`src/rtl/ifmap_decompressor_pkg.sv`:
```
// ifmap_decompressor_pkg
//   Shared types and constants for the bitmap ifmap decompressor.
//   - IFMP_DATA_SIZE : dense elements per output packet
//   - CMP_WORD_W     : width of one compressed input word
//   - DECOMRPESS_FIFO_PACKET : {packet_valid, valid_mask, data}
//   - decomp_state_t : IDLE / RUN / DRAIN
package ifmap_decompressor_pkg;

  localparam int IFMP_DATA_SIZE = 8;
  localparam int CMP_WORD_W     = 64;

  typedef struct packed {
    logic                                packet_valid;
    logic [IFMP_DATA_SIZE-1:0]           valid_mask;
    logic [IFMP_DATA_SIZE-1:0][7:0]      data;
  } DECOMRPESS_FIFO_PACKET;

  typedef enum logic [1:0] {
    IDLE  = 2'd0,
    RUN   = 2'd1,
    DRAIN = 2'd2
  } decomp_state_t;

endpackage

```
`src/rtl/countones.sv`:
```
// countones
//   Combinational population count.
//   Ports: bits [W-1:0] in, ones [CW-1:0] out = number of set bits.
module countones #(
  parameter int W  = 8,
  parameter int CW = $clog2(W + 1)
) (
  input  logic [W-1:0]  bits,
  output logic [CW-1:0] ones
);

  always_comb begin
    ones = '0;
    for (int i = 0; i < W; i++) begin
      ones = ones + CW'(bits[i]);
    end
  end

endmodule

```
`src/rtl/ifmap_decompressor_expand.sv`:
```
// decomp_block_expand
//   Combinational expansion of one bitmap block.
//   Ports:
//     hdr      in  [7:0]       mask byte, bit i set = element i is nonzero
//     payload  in  [7:0][7:0]  the bytes following hdr (only the first
//                              popcount(hdr) are meaningful)
//     expanded out [7:0][7:0]  dense elements, zero where hdr bit is clear
//     need     out [3:0]       bytes occupied by the block (1 + popcount)
module decomp_block_expand
  import ifmap_decompressor_pkg::*;
(
  input  logic [IFMP_DATA_SIZE-1:0]      hdr,
  input  logic [IFMP_DATA_SIZE-1:0][7:0] payload,
  output logic [IFMP_DATA_SIZE-1:0][7:0] expanded,
  output logic [3:0]                     need
);

  logic [3:0] hdr_ones;

  countones #(.W(IFMP_DATA_SIZE)) u_hdr_pop (
    .bits (hdr),
    .ones (hdr_ones)
  );

  assign need = hdr_ones + 4'd1;

  // Payload bytes are packed in ascending element order, so element i
  // takes the payload slot equal to the number of set bits below it.
  always_comb begin
    logic [3:0] idx;
    idx      = '0;
    expanded = '0;
    for (int i = 0; i < IFMP_DATA_SIZE; i++) begin
      if (hdr[i]) begin
        expanded[i] = payload[idx[2:0]];
        idx         = idx + 4'd1;
      end
    end
  end

endmodule

```
`src/rtl/ifmap_decompressor.sv`:
```
// ifmap_decompressor
//   Turns the bitmap-compressed ifmap byte stream (mask byte followed by
//   popcount(mask) nonzero bytes) into dense 8-element packets pulled by
//   the ifmap buffer.
//   Ports:
//     clk, rst_n (sync, active-low)
//     start, total_elements      begin a new ifmap of N dense elements
//     cmp_data/cmp_valid/cmp_ready  compressed 64-bit words, byte 0 first
//     global_buffer_req / decompressor_ack  packet pull handshake
//     decompressed_fifo_packet   registered output packet
//     done                       pulse after the final packet is acked
//     fmt_err                    sticky: final mask has bits past the end
//   Optional (macro IFMAP_DECOMP_STATS_EN):
//     zero_fill_count            zeros inserted among valid elements
//     stall_count                cycles a packet waited for a request
module ifmap_decompressor
  import ifmap_decompressor_pkg::*;
#(
  parameter int IN_BYTES    = 8,
  parameter int STAGE_BYTES = 16,
  parameter int ELEM_CNT_W  = 20
) (
  input  logic                  clk,
  input  logic                  rst_n,
  input  logic                  start,
  input  logic [ELEM_CNT_W-1:0] total_elements,
  input  logic [CMP_WORD_W-1:0] cmp_data,
  input  logic                  cmp_valid,
  output logic                  cmp_ready,
  input  logic                  global_buffer_req,
  output logic                  decompressor_ack,
  output DECOMRPESS_FIFO_PACKET decompressed_fifo_packet,
  output logic                  done,
  output logic                  fmt_err
`ifdef IFMAP_DECOMP_STATS_EN
  ,
  output logic [ELEM_CNT_W-1:0] zero_fill_count,
  output logic [15:0]           stall_count
`endif
);

  localparam int STAGE_W = STAGE_BYTES * 8;
  localparam int CNT_W   = $clog2(STAGE_BYTES + 1);

  decomp_state_t state_reg, state_next;

  logic [STAGE_W-1:0]    stage_reg, stage_next;
  logic [CNT_W-1:0]      count_reg, count_next;
  logic [CNT_W-1:0]      cnt_after;
  DECOMRPESS_FIFO_PACKET pkt_reg;
  logic [ELEM_CNT_W-1:0] remaining_reg;
  logic [ELEM_CNT_W-1:0] taken;
  logic                  fmt_err_reg;
  logic                  done_reg;

  logic [IFMP_DATA_SIZE-1:0]      hdr;
  logic [IFMP_DATA_SIZE-1:0][7:0] payload;
  logic [IFMP_DATA_SIZE-1:0][7:0] expanded;
  logic [3:0]                     need;
  logic [IFMP_DATA_SIZE-1:0]      vmask;
  logic                           is_final;
  logic                           form;
  logic                           accept;
  logic                           leave_drain;

  // Block parse always looks at the head of the staging buffer.
  assign hdr     = stage_reg[7:0];
  assign payload = stage_reg[8 +: IFMP_DATA_SIZE*8];

  decomp_block_expand u_expand (
    .hdr      (hdr),
    .payload  (payload),
    .expanded (expanded),
    .need     (need)
  );

  // Element gi is valid while more than gi elements remain; this yields FF
  // for remaining >= 8 and a low-bit mask for the tail.
  genvar gi;
  generate
    for (gi = 0; gi < IFMP_DATA_SIZE; gi++) begin : g_vmask
      assign vmask[gi] = (remaining_reg > ELEM_CNT_W'(gi));
    end
  endgenerate

  assign is_final = (remaining_reg <= ELEM_CNT_W'(IFMP_DATA_SIZE));
  assign taken    = is_final ? remaining_reg : ELEM_CNT_W'(IFMP_DATA_SIZE);

  // ---------------- FSM: state register ----------------
  always_ff @(posedge clk) begin
    if (!rst_n) state_reg <= IDLE;
    else        state_reg <= state_next;
  end

  // ---------------- FSM: next state ----------------
  always_comb begin
    state_next = state_reg;
    case (state_reg)
      IDLE:    if (start) state_next = RUN;
      RUN:     if (form && is_final) state_next = DRAIN;
      DRAIN:   if (decompressor_ack) state_next = IDLE;
      default: state_next = IDLE;
    endcase
    if (start) state_next = RUN;
  end

  // ---------------- FSM: outputs ----------------
  always_comb begin
    cmp_ready        = (state_reg == RUN) && (count_reg <= CNT_W'(IN_BYTES));
    decompressor_ack = pkt_reg.packet_valid && global_buffer_req;
    accept           = cmp_valid && cmp_ready;
    // The output register frees up in the same cycle it is acked, which
    // gives one packet per cycle when the requester keeps pulling.
    form             = (state_reg == RUN) && (count_reg >= CNT_W'(need)) &&
                       (!pkt_reg.packet_valid || decompressor_ack);
    leave_drain      = (state_reg == DRAIN) && decompressor_ack;
    decompressed_fifo_packet = pkt_reg;
    done             = done_reg;
    fmt_err          = fmt_err_reg;
  end

  // Staging update: drop the consumed block from the head, then append the
  // accepted word right after the surviving bytes. Bytes at and above
  // count_reg are kept zero so the OR-append is safe.
  always_comb begin
    logic [STAGE_W-1:0] shifted;
    logic [STAGE_W-1:0] appended;
    cnt_after  = count_reg - (form ? CNT_W'(need) : CNT_W'(0));
    shifted    = form ? (stage_reg >> {need, 3'b000}) : stage_reg;
    appended   = {{(STAGE_W-CMP_WORD_W){1'b0}}, cmp_data} << {cnt_after, 3'b000};
    stage_next = accept ? (shifted | appended) : shifted;
    count_next = cnt_after + (accept ? CNT_W'(IN_BYTES) : CNT_W'(0));
  end

  // ---------------- datapath registers ----------------
  always_ff @(posedge clk) begin
    if (!rst_n) begin
      stage_reg     <= '0;
      count_reg     <= '0;
      pkt_reg       <= '0;
      remaining_reg <= '0;
      fmt_err_reg   <= 1'b0;
      done_reg      <= 1'b0;
    end else if (start) begin
      stage_reg     <= '0;
      count_reg     <= '0;
      pkt_reg       <= '0;
      remaining_reg <= total_elements;
      fmt_err_reg   <= 1'b0;
      done_reg      <= 1'b0;
    end else begin
      // Word padding left after the final block is thrown away here.
      if (leave_drain) begin
        stage_reg <= '0;
        count_reg <= '0;
      end else begin
        stage_reg <= stage_next;
        count_reg <= count_next;
      end
      if (form) begin
        pkt_reg.packet_valid <= 1'b1;
        pkt_reg.valid_mask   <= vmask;
        pkt_reg.data         <= expanded;
        remaining_reg        <= remaining_reg - taken;
        if (is_final && |(hdr & ~vmask)) fmt_err_reg <= 1'b1;
      end else if (decompressor_ack) begin
        pkt_reg <= '0;
      end
      done_reg <= leave_drain;
    end
  end

`ifdef IFMAP_DECOMP_STATS_EN
  logic [3:0]            zf_ones;
  logic [ELEM_CNT_W-1:0] zero_fill_reg;
  logic [15:0]           stall_reg;

  countones #(.W(IFMP_DATA_SIZE)) u_zf_pop (
    .bits (vmask & ~hdr),
    .ones (zf_ones)
  );

  always_ff @(posedge clk) begin
    if (!rst_n || start) begin
      zero_fill_reg <= '0;
      stall_reg     <= '0;
    end else begin
      if (form) zero_fill_reg <= zero_fill_reg + ELEM_CNT_W'(zf_ones);
      if (pkt_reg.packet_valid && !global_buffer_req && (stall_reg != 16'hFFFF))
        stall_reg <= stall_reg + 16'd1;
    end
  end

  assign zero_fill_count = zero_fill_reg;
  assign stall_count     = stall_reg;
`endif

endmodule

```
`config.mk`:
```
export PLATFORM = sky130hd
export DESIGN_NAME = ifmap_decompressor
export DESIGN_NICKNAME = d
export VERILOG_FILES = /design/src/rtl/ifmap_decompressor_pkg.sv /design/src/rtl/countones.sv /design/src/rtl/ifmap_decompressor_expand.sv /design/src/rtl/ifmap_decompressor.sv
export SDC_FILE = /design/constraint.sdc
export NUM_CORES = 1
export LEC_CHECK = 0
export CAP_MARGIN = 0
export CORE_MARGIN = 2
export CORE_UTILIZATION = 43
export CTS_CLUSTER_SIZE = 24
export DETAILED_ROUTE_END_ITERATION = 16
export PLACE_DENSITY_LB_ADDON = 0.12
export SKIP_CTS_REPAIR_TIMING = 1
export SYNTH_ARGS = -nofsm -noshare
export SYNTH_HDL_FRONTEND = slang
export SYNTH_SLANG_ARGS = --single-unit
```
`constraint.sdc`:
```
create_clock -name clk -period 8.4 [get_ports clk]
set_clock_uncertainty 0.1 [all_clocks]
set_input_delay 2.1 -clock clk [delete_from_list [all_inputs] [get_ports clk]]
set_output_delay 2.1 -clock clk [all_outputs]
set_load 0.005 [all_outputs]
```
After elaboration in Yosys (flattened, before gate mapping)

Index checks and enable logic that the tools add are counted.

Logic and storage cells: 127
Bits in registers: 230
Output and inout port bits: 77
Input port bits: 89

$add $sub $neg: 17
Bitwise operators: 5
Reduce and logical (&&, ||, !) cells: 19
Multiplexer cells: 42
Equality and inequality tests: 7
Magnitude comparators: 18
Shifts and indexed selects: 2

Operators with widths:

| kind                                                                         | count |
|---|---|
| 128-bit 2-to-1 mux                                                           | 2 |
| 8-bit binary-select mux with 3-bit select                                    | 7 |
| 73-bit 2-to-1 mux                                                            | 2 |
| 128-bit OR                                                                   | 1 |
| 64-bit by 8-bit << shifter with 128-bit output                               | 1 |
| 128-bit by 7-bit right shift with 128-bit output                             | 1 |
| 8-bit 2-to-1 mux                                                             | 15 |
| 20-bit by 3-bit > comparator with 1-bit output, second input constant        | 4 |
| 20-bit 2-to-1 mux                                                            | 3 |
| 20-bit by 1-bit > comparator with 1-bit output, second input constant        | 2 |
| 20-bit by 2-bit > comparator with 1-bit output, second input constant        | 2 |
| 3-bit by 4-bit less-than comparator with 1-bit output, second input constant | 6 |
| 20-bit by 4-bit <= comparator with 1-bit output, second input constant       | 1 |
| 20-bit subtractor                                                            | 1 |
| 4-bit by 1-bit adder with 4-bit output                                       | 4 |
| 3-bit 2-to-1 mux                                                             | 5 |
| 3-bit by 1-bit adder with 3-bit output, second input constant                | 4 |
| 8-bit AND                                                                    | 1 |
| 1-bit logical AND                                                            | 8 |
| 4-bit 2-to-1 mux                                                             | 2 |
| 8-bit NOT                                                                    | 1 |
| 8-bit OR reduction                                                           | 1 |
| 2-bit 2-to-1 mux                                                             | 3 |
| 2-bit inequality test, second input constant                                 | 3 |
| other kinds (25)                                                             | 30 |

Longest topological paths before layout

Word-level depth: 17
Gate-level depth with buffers: 33
Gate-level depth less buffers: 24

Modules after synthesis

Synthesis repeated with hierarchy kept, for this count alone.

Cell total of the unflattened synthesis: 2349
Area total of the unflattened synthesis: 20402.1 sq um

By module, submodules not included:

| module              | cells an instance | area each (sq um) | sequential area each (sq um) | instances |
|---|---|---|---|---|
| ifmap_decompressor  | 1953              | 16673.5           | 4604.4                       | 1 |
| decomp_block_expand | 372               | 3538.4            | 0.0                          | 1 |
| countones           | 24                | 190.2             | 0.0                          | 1 |

Worst setup path before layout

No wires, ideal clock.

Kind: reg2reg
From: register stage_reg[0]
To: register stage_reg[111]
Stages on the path, launching flop included: 29
Arrival: 7.113 ns
Setup slack: 1.060 ns
Period minus slack after synthesis: 7.340 ns
Path through: dfxtp_1 -> clkbuf_1 -> clkbuf_1 -> inv_1 -> ha_1 -> fa_1 -> fa_1 -> fa_1 -> nor2b_1 -> o21a_1 -> clkinv_1 -> clkbuf_1 -> clkbuf_1 -> ha_1 -> nor3_1 -> nor3b_1 -> nand2_1 -> clkbuf_1 -> clkbuf_1 -> nor2_1 -> ha_1 -> fa_1 -> clkbuf_1 -> inv_2 -> clkbuf_1 -> o211ai_1 -> o2bb2ai_1 -> a222oi_1 -> nor2_1

Longest elaborated chain between the ends: 16

Ends and longest elaborated chain:

| item                                                     | RTL line                        | source |
|---|---|---|
| start: declaration                                       | ifmap_decompressor.sv:47        | `logic [STAGE_W-1:0] stage_reg, stage_next;` |
| start signal: assignment                                 | ifmap_decompressor.sv:157       | `stage_reg <= stage_next;` |
| 1-bit by 1-bit adder with 2-bit output (*)               | countones.sv:15                 | `ones = ones + CW'(bits[i]);` |
| 2-bit by 1-bit adder with 3-bit output (*)               | countones.sv:15                 |  |
| 3-bit by 1-bit adder with 4-bit output (*)               | countones.sv:15                 |  |
| 4-bit by 1-bit adder with 4-bit output (*) (4 in series) | countones.sv:15                 |  |
| 4-bit by 1-bit adder with 4-bit output (*)               | ifmap_decompressor_expand.sv:25 | `assign need = hdr_ones + 4'd1;` |
| 5-bit by 4-bit >= comparator with 1-bit output           | ifmap_decompressor.sv:114       | `form = (state_reg == RUN) && (count_reg >= CNT_W'(need)) &&` |
| 1-bit logical AND (2 in series)                          | ifmap_decompressor.sv:114       |  |
| 4-bit 2-to-1 mux                                         | ifmap_decompressor.sv:128       | `cnt_after = count_reg - (form ? CNT_W'(need) : CNT_W'(0));` |
| 5-bit by 4-bit subtractor with 5-bit output              | ifmap_decompressor.sv:128       |  |
| 64-bit by 8-bit << shifter with 128-bit output           | ifmap_decompressor.sv:130       | `appended = {{(STAGE_W-CMP_WORD_W){1'b0}}, cmp_data} << {cnt_after, 3'b000};` |
| 128-bit OR                                               | ifmap_decompressor.sv:131       | `stage_next = accept ? (shifted \| appended) : shifted;` |
| 128-bit 2-to-1 mux (*)                                   | ifmap_decompressor.sv:131       |  |

Mark *: on every way between the ends. The rest lies on a longest branch, timed or not.
A chain may end at the register's enable or synchronous reset.

Worst setup path in the final report

From: register stage_reg[4]
To: register stage_reg[56]

Longest elaborated chain between the ends: 13

Ends and longest elaborated chain:

| item                                                     | RTL line |
|---|---|
| 4-bit by 1-bit adder with 4-bit output (*) (4 in series) | countones.sv:15 |
| 4-bit by 1-bit adder with 4-bit output (*)               | ifmap_decompressor_expand.sv:25 |
| 5-bit by 4-bit >= comparator with 1-bit output           | ifmap_decompressor.sv:114 |
| 1-bit logical AND (2 in series)                          | ifmap_decompressor.sv:114 |
| 4-bit 2-to-1 mux                                         | ifmap_decompressor.sv:128 |
| 5-bit by 4-bit subtractor with 5-bit output              | ifmap_decompressor.sv:128 |
| 64-bit by 8-bit << shifter with 128-bit output           | ifmap_decompressor.sv:130 |
| 128-bit OR                                               | ifmap_decompressor.sv:131 |
| 128-bit 2-to-1 mux (*)                                   | ifmap_decompressor.sv:131 |

Marks and branches as above.

==> impl_metrics.prom <==
# TYPE chip_impl_metric gauge
chip_impl_metric{name="pre_cts_slack",unit="ns"} 1.08
chip_impl_metric{name="rows",unit=""} 78
chip_impl_metric{name="diodes",unit=""} 0
chip_impl_info{name="cts.root.buffer_cell",value="sky130_fd_sc_hd__clkbuf_16"} 1
chip_impl_metric{name="count_of_flip_flops_with_a_built_in_enable_after_synthesis",unit=""} 0
chip_impl_metric{name="detail_route.wl_per_cell",unit="microns"} 26.5
chip_impl_metric{name="postRouteWirelength",unit="microns"} 82000
chip_impl_metric{name="grt_antenna_before_repair",unit=""} 1
chip_impl_metric{name="dp.final_hpwl",unit="microns"} 57800
chip_impl_info{name="synth_flop_cell",value="sky130_fd_sc_hd__dfxtp_1"} 1
chip_impl_metric{name="post_route_cells_drive_above_1_share",unit=""} 0.117
chip_impl_metric{name="die-width",unit="microns"} 217
chip_impl_info{name="status",value="finished, final reports clean"} 1
chip_impl_metric{name="pwr_density_cell",unit="nW/um^2"} 498
chip_impl_metric{name="critical-path-max-stage-delay",unit="ns"} 1.01
chip_impl_info{name="worst_path_dominant_cell_family",value="adder cells"} 1
chip_impl_info{name="rr_startpoint",value="stage_reg[4]"} 1
chip_impl_metric{name="drt_first_pass_iters",unit=""} 6
chip_impl_info{name="grt_setup_unrepaired",value="false"} 1
chip_impl_metric{name="largest_reg_flops",unit=""} 128
chip_impl_info{name="critical_path_class",value="register to register"} 1
chip_impl_info{name="mostFrequentLayoutCell",value="sky130_fd_sc_hd__nand2_1"} 1
chip_impl_metric{name="vias",unit=""} 20200
chip_impl_metric{name="number_of_storage_elements_in_the_synthesis_netlist",unit=""} 230
chip_impl_info{name="most-common-layout-cells",value="sky130_fd_sc_hd__nand2_1 (330), sky130_fd_sc_hd__mux2i_1 (250), sky130_fd_sc_hd__dfxtp_1 (230), sky130_fd_sc_hd__o21ai_0 (190), sky130_fd_sc_hd__nor2_1 (186)"} 1
chip_impl_metric{name="detail_route.iter0.violations",unit=""} 2692
chip_impl_metric{name="synth_top_area_share",unit=""} 0.236
chip_impl_metric{name="synthesis.area_per_instance",unit="sq um"} 7.85
chip_impl_metric{name="insertion_delay",unit="ns"} 0.60
chip_impl_info{name="critPathLaunch",value="stage_reg[4]"} 1
chip_impl_metric{name="critPathRequiredTime",unit="ns"} 8.80
chip_impl_metric{name="clk_path_buf_depth",unit=""} 3
chip_impl_metric{name="crit_arrival",unit="ns"} 7.93
chip_impl_metric{name="number_of_primary_i_o_pins",unit=""} 166
chip_impl_metric{name="max_slew_margin",unit=""} 0.190
chip_impl_metric{name="globalRouteTotalUtil",unit=""} 0.340
chip_impl_metric{name="path_buf_inv",unit=""} 3
chip_impl_metric{name="yosysUniqueCellTypes",unit=""} 75
chip_impl_metric{name="initial_core_util",unit=""} 0.433
chip_impl_metric{name="setup_slack",unit="ns"} 0.870
chip_impl_metric{name="height_of_the_chip",unit="microns"} 217
chip_impl_metric{name="synth-warning-count",unit=""} 0
chip_impl_info{name="synthDominantAreaCellType",value="sky130_fd_sc_hd__dfxtp_1"} 1
chip_impl_metric{name="finalWeightedCongestion",unit=""} 0.954
chip_impl_metric{name="fp.coreArea",unit="sq um"} 45100
chip_impl_metric{name="hold_violations",unit=""} 0
chip_impl_metric{name="totalNegativeSetupSlack",unit="ns"} 0
chip_impl_info{name="tritoncts",value="yes"} 1
chip_impl_metric{name="worst-path-max-fanout",unit=""} 43
chip_impl_metric{name="netlist_area",unit="sq um"} 19500
chip_impl_metric{name="leakage",unit="uW"} 0.00775
chip_impl_metric{name="cts_max_level",unit=""} 1
chip_impl_metric{name="pin_count_of_the_biggest_net_entering_global_routing",unit=""} 156
chip_impl_metric{name="final_min_period_over_clock_period",unit=""} 0.896
chip_impl_info{name="critPathCaptureType",value="register"} 1
chip_impl_metric{name="syn_nets",unit=""} 2602
chip_impl_metric{name="count_of_buffers_inserted_at_the_top_level_ports",unit=""} 165
chip_impl_metric{name="synth-async-reset-ratio",unit=""} 0
chip_impl_metric{name="number_of_nets_still_failing_antenna_checks_after_routing",unit=""} 0
chip_impl_metric{name="number_of_global_route_vias_before_repair",unit=""} 18700
chip_impl_info{name="tightest_hold_check_type",value="register to register"} 1
chip_impl_metric{name="clock_sinks",unit=""} 230
chip_impl_metric{name="wire_length_of_the_first_global_routing_pass",unit="microns"} 124000
chip_impl_metric{name="synthesis.instances",unit=""} 2489
chip_impl_info{name="min_from",value="decompressed_fifo_packet[46]"} 1
chip_impl_metric{name="max_cap_viol_count",unit=""} 0
chip_impl_info{name="cp-start-kind",value="register"} 1
chip_impl_metric{name="synth-seq-area-share",unit=""} 0.236
chip_impl_metric{name="die_area",unit="sq um"} 47200
chip_impl_metric{name="fin_crit",unit="ns"} 7.53
chip_impl_metric{name="cts_inserted_buffers",unit=""} 29
chip_impl_metric{name="area_delta_synth_final",unit="%"} 14.7
chip_impl_metric{name="drt-vias-per-instance",unit=""} 6.52
chip_impl_metric{name="clkSlewWorstSetupHoldPaths",unit="ns"} 0.06
chip_impl_metric{name="peakVddDrop",unit="V"} 0.000490
chip_impl_metric{name="route.detailed.drc",unit=""} 0
chip_impl_metric{name="final_max_slew_viol_count",unit=""} 0
chip_impl_metric{name="tightestPinTransition",unit="ns"} 1.21
chip_impl_metric{name="finalSetupViolations",unit=""} 0
chip_impl_metric{name="final_net_count",unit=""} 2587
chip_impl_metric{name="global_route.overflow_total",unit=""} 0
chip_impl_metric{name="fmaxAchievable",unit="MHz"} 133
chip_impl_info{name="cells_taking_the_most_area_after_synthesis",value="sky130_fd_sc_hd__dfxtp_1 (24%), sky130_fd_sc_hd__mux2i_1 (13%), sky130_fd_sc_hd__nand2_1 (6.4%)"} 1
chip_impl_info{name="slowest_stage_cell_crit_path",value="sky130_fd_sc_hd__fa_4"} 1
chip_impl_info{name="crit_chain",value="clkinv_1, fa_1, fa_1, fa_4, inv_1, ha_1, nand2b_1, a21oi_1, o21ai_1, and2_4, nand2b_1, ha_1, nor2b_1, o21a_1, nor3_1, or2_1, buf_4, and2_1, a221oi_1, a21oi_1"} 1
[layout make-up]
| cell class | instances | area, sq um |
|---|---|---|
| repair buffers | 216 | 2080 |
| flip-flops and latches | 230 | 4600 |
| multi-input cells | 1961 | 13800 |
| fillers | 4414 | 22700 |
| clock buffers | 39 | 843 |
| clock inverters | 13 | 144 |
| inverters | 36 | 135 |
| well taps | 600 | 751 |
[worst min-delay path, cell delays in order (launching register included)]
cell and delay (ns):
sky130_fd_sc_hd__dfxtp_1 0.32, sky130_fd_sc_hd__nand2_1 0.04, sky130_fd_sc_hd__o21ai_0 0.05
[per-layer routing]
layer  part of all wire  routed length (microns)  vias to the layer above  GRT usage
met5            0.00016                       13                        -          0
met4              0.031                     2530                        2     0.0998
met3               0.11                     8610                      149     0.0724
met2               0.43                    35300                     1139      0.504
met1               0.43                    35500                     9702      0.492
li1                   -                        -                     9183          -
[synth_stat cells, drive strengths merged (21+ instances only)]
library cell and count:
clkbuf 197, o211ai 27, nor3 60, a211oi 30
and3 24, dfxtp 230, nor2 187, a21oi 161
a221oi 27, mux2i 250, nand3 78, o21a 21
mux2 88, a22oi 25, nand2 332, buf 65
inv 34, mux4 52, a31oi 69, and2 25
o21ai 197, or3 21, a32oi 47
[metrics by stage]
step | cell area (sq um) | hold WS, ns | total power, uW | std cells | util
finish | 22400 | 0.353 | 11200 | 3095 | 0.497
CTS | 22400 | 0.360 | 10900 | 3095 | 0.497
global placement | 21400 | 0.338 | 9560 | 3043 | 0.475
detailed placement | 21400 | 0.347 | 9600 | 3043 | 0.475
floorplan | 19500 | 0.349 | 7280 | 2489 | -
global route | 22400 | 0.375 | 11800 | 3095 | 0.497
[logic make-up (layout without fill, tap and decap cells)]
family          count (synthesis)  in the layout  synth area share
simple gates                  808            808             0.186
mux                           390            390             0.239
fa+ha+maj                      24             24            0.0173
other cells                     1              1          0.000192
buf+inv                       298            304            0.0620
compound gates                707            707             0.238
xor+xnor                       31             31            0.0226
flops                         230            230             0.236
[path summary, 6_finish.rpt]
| kind | slack [ns] | depth (start not counted) | end |
|---|---|---|---|
| worst max-delay path | 0.87 | 20 | stage_reg[56] |
| worst min-delay path | 0.35 | 2 | decompressed_fifo_packet[46] |
| worst max register to register | 0.87 | 20 | stage_reg[56] |
| worst min register to register | 0.35 | 2 | decompressed_fifo_packet[46] |
[report_power, final]
group | internal (uW) | switching [uW]
logic | 2790 | 5410
registers | 1250 | 401
clock network | 765 | 545
total | 4800 | 6350
Power figures use the tool's default switching activity.
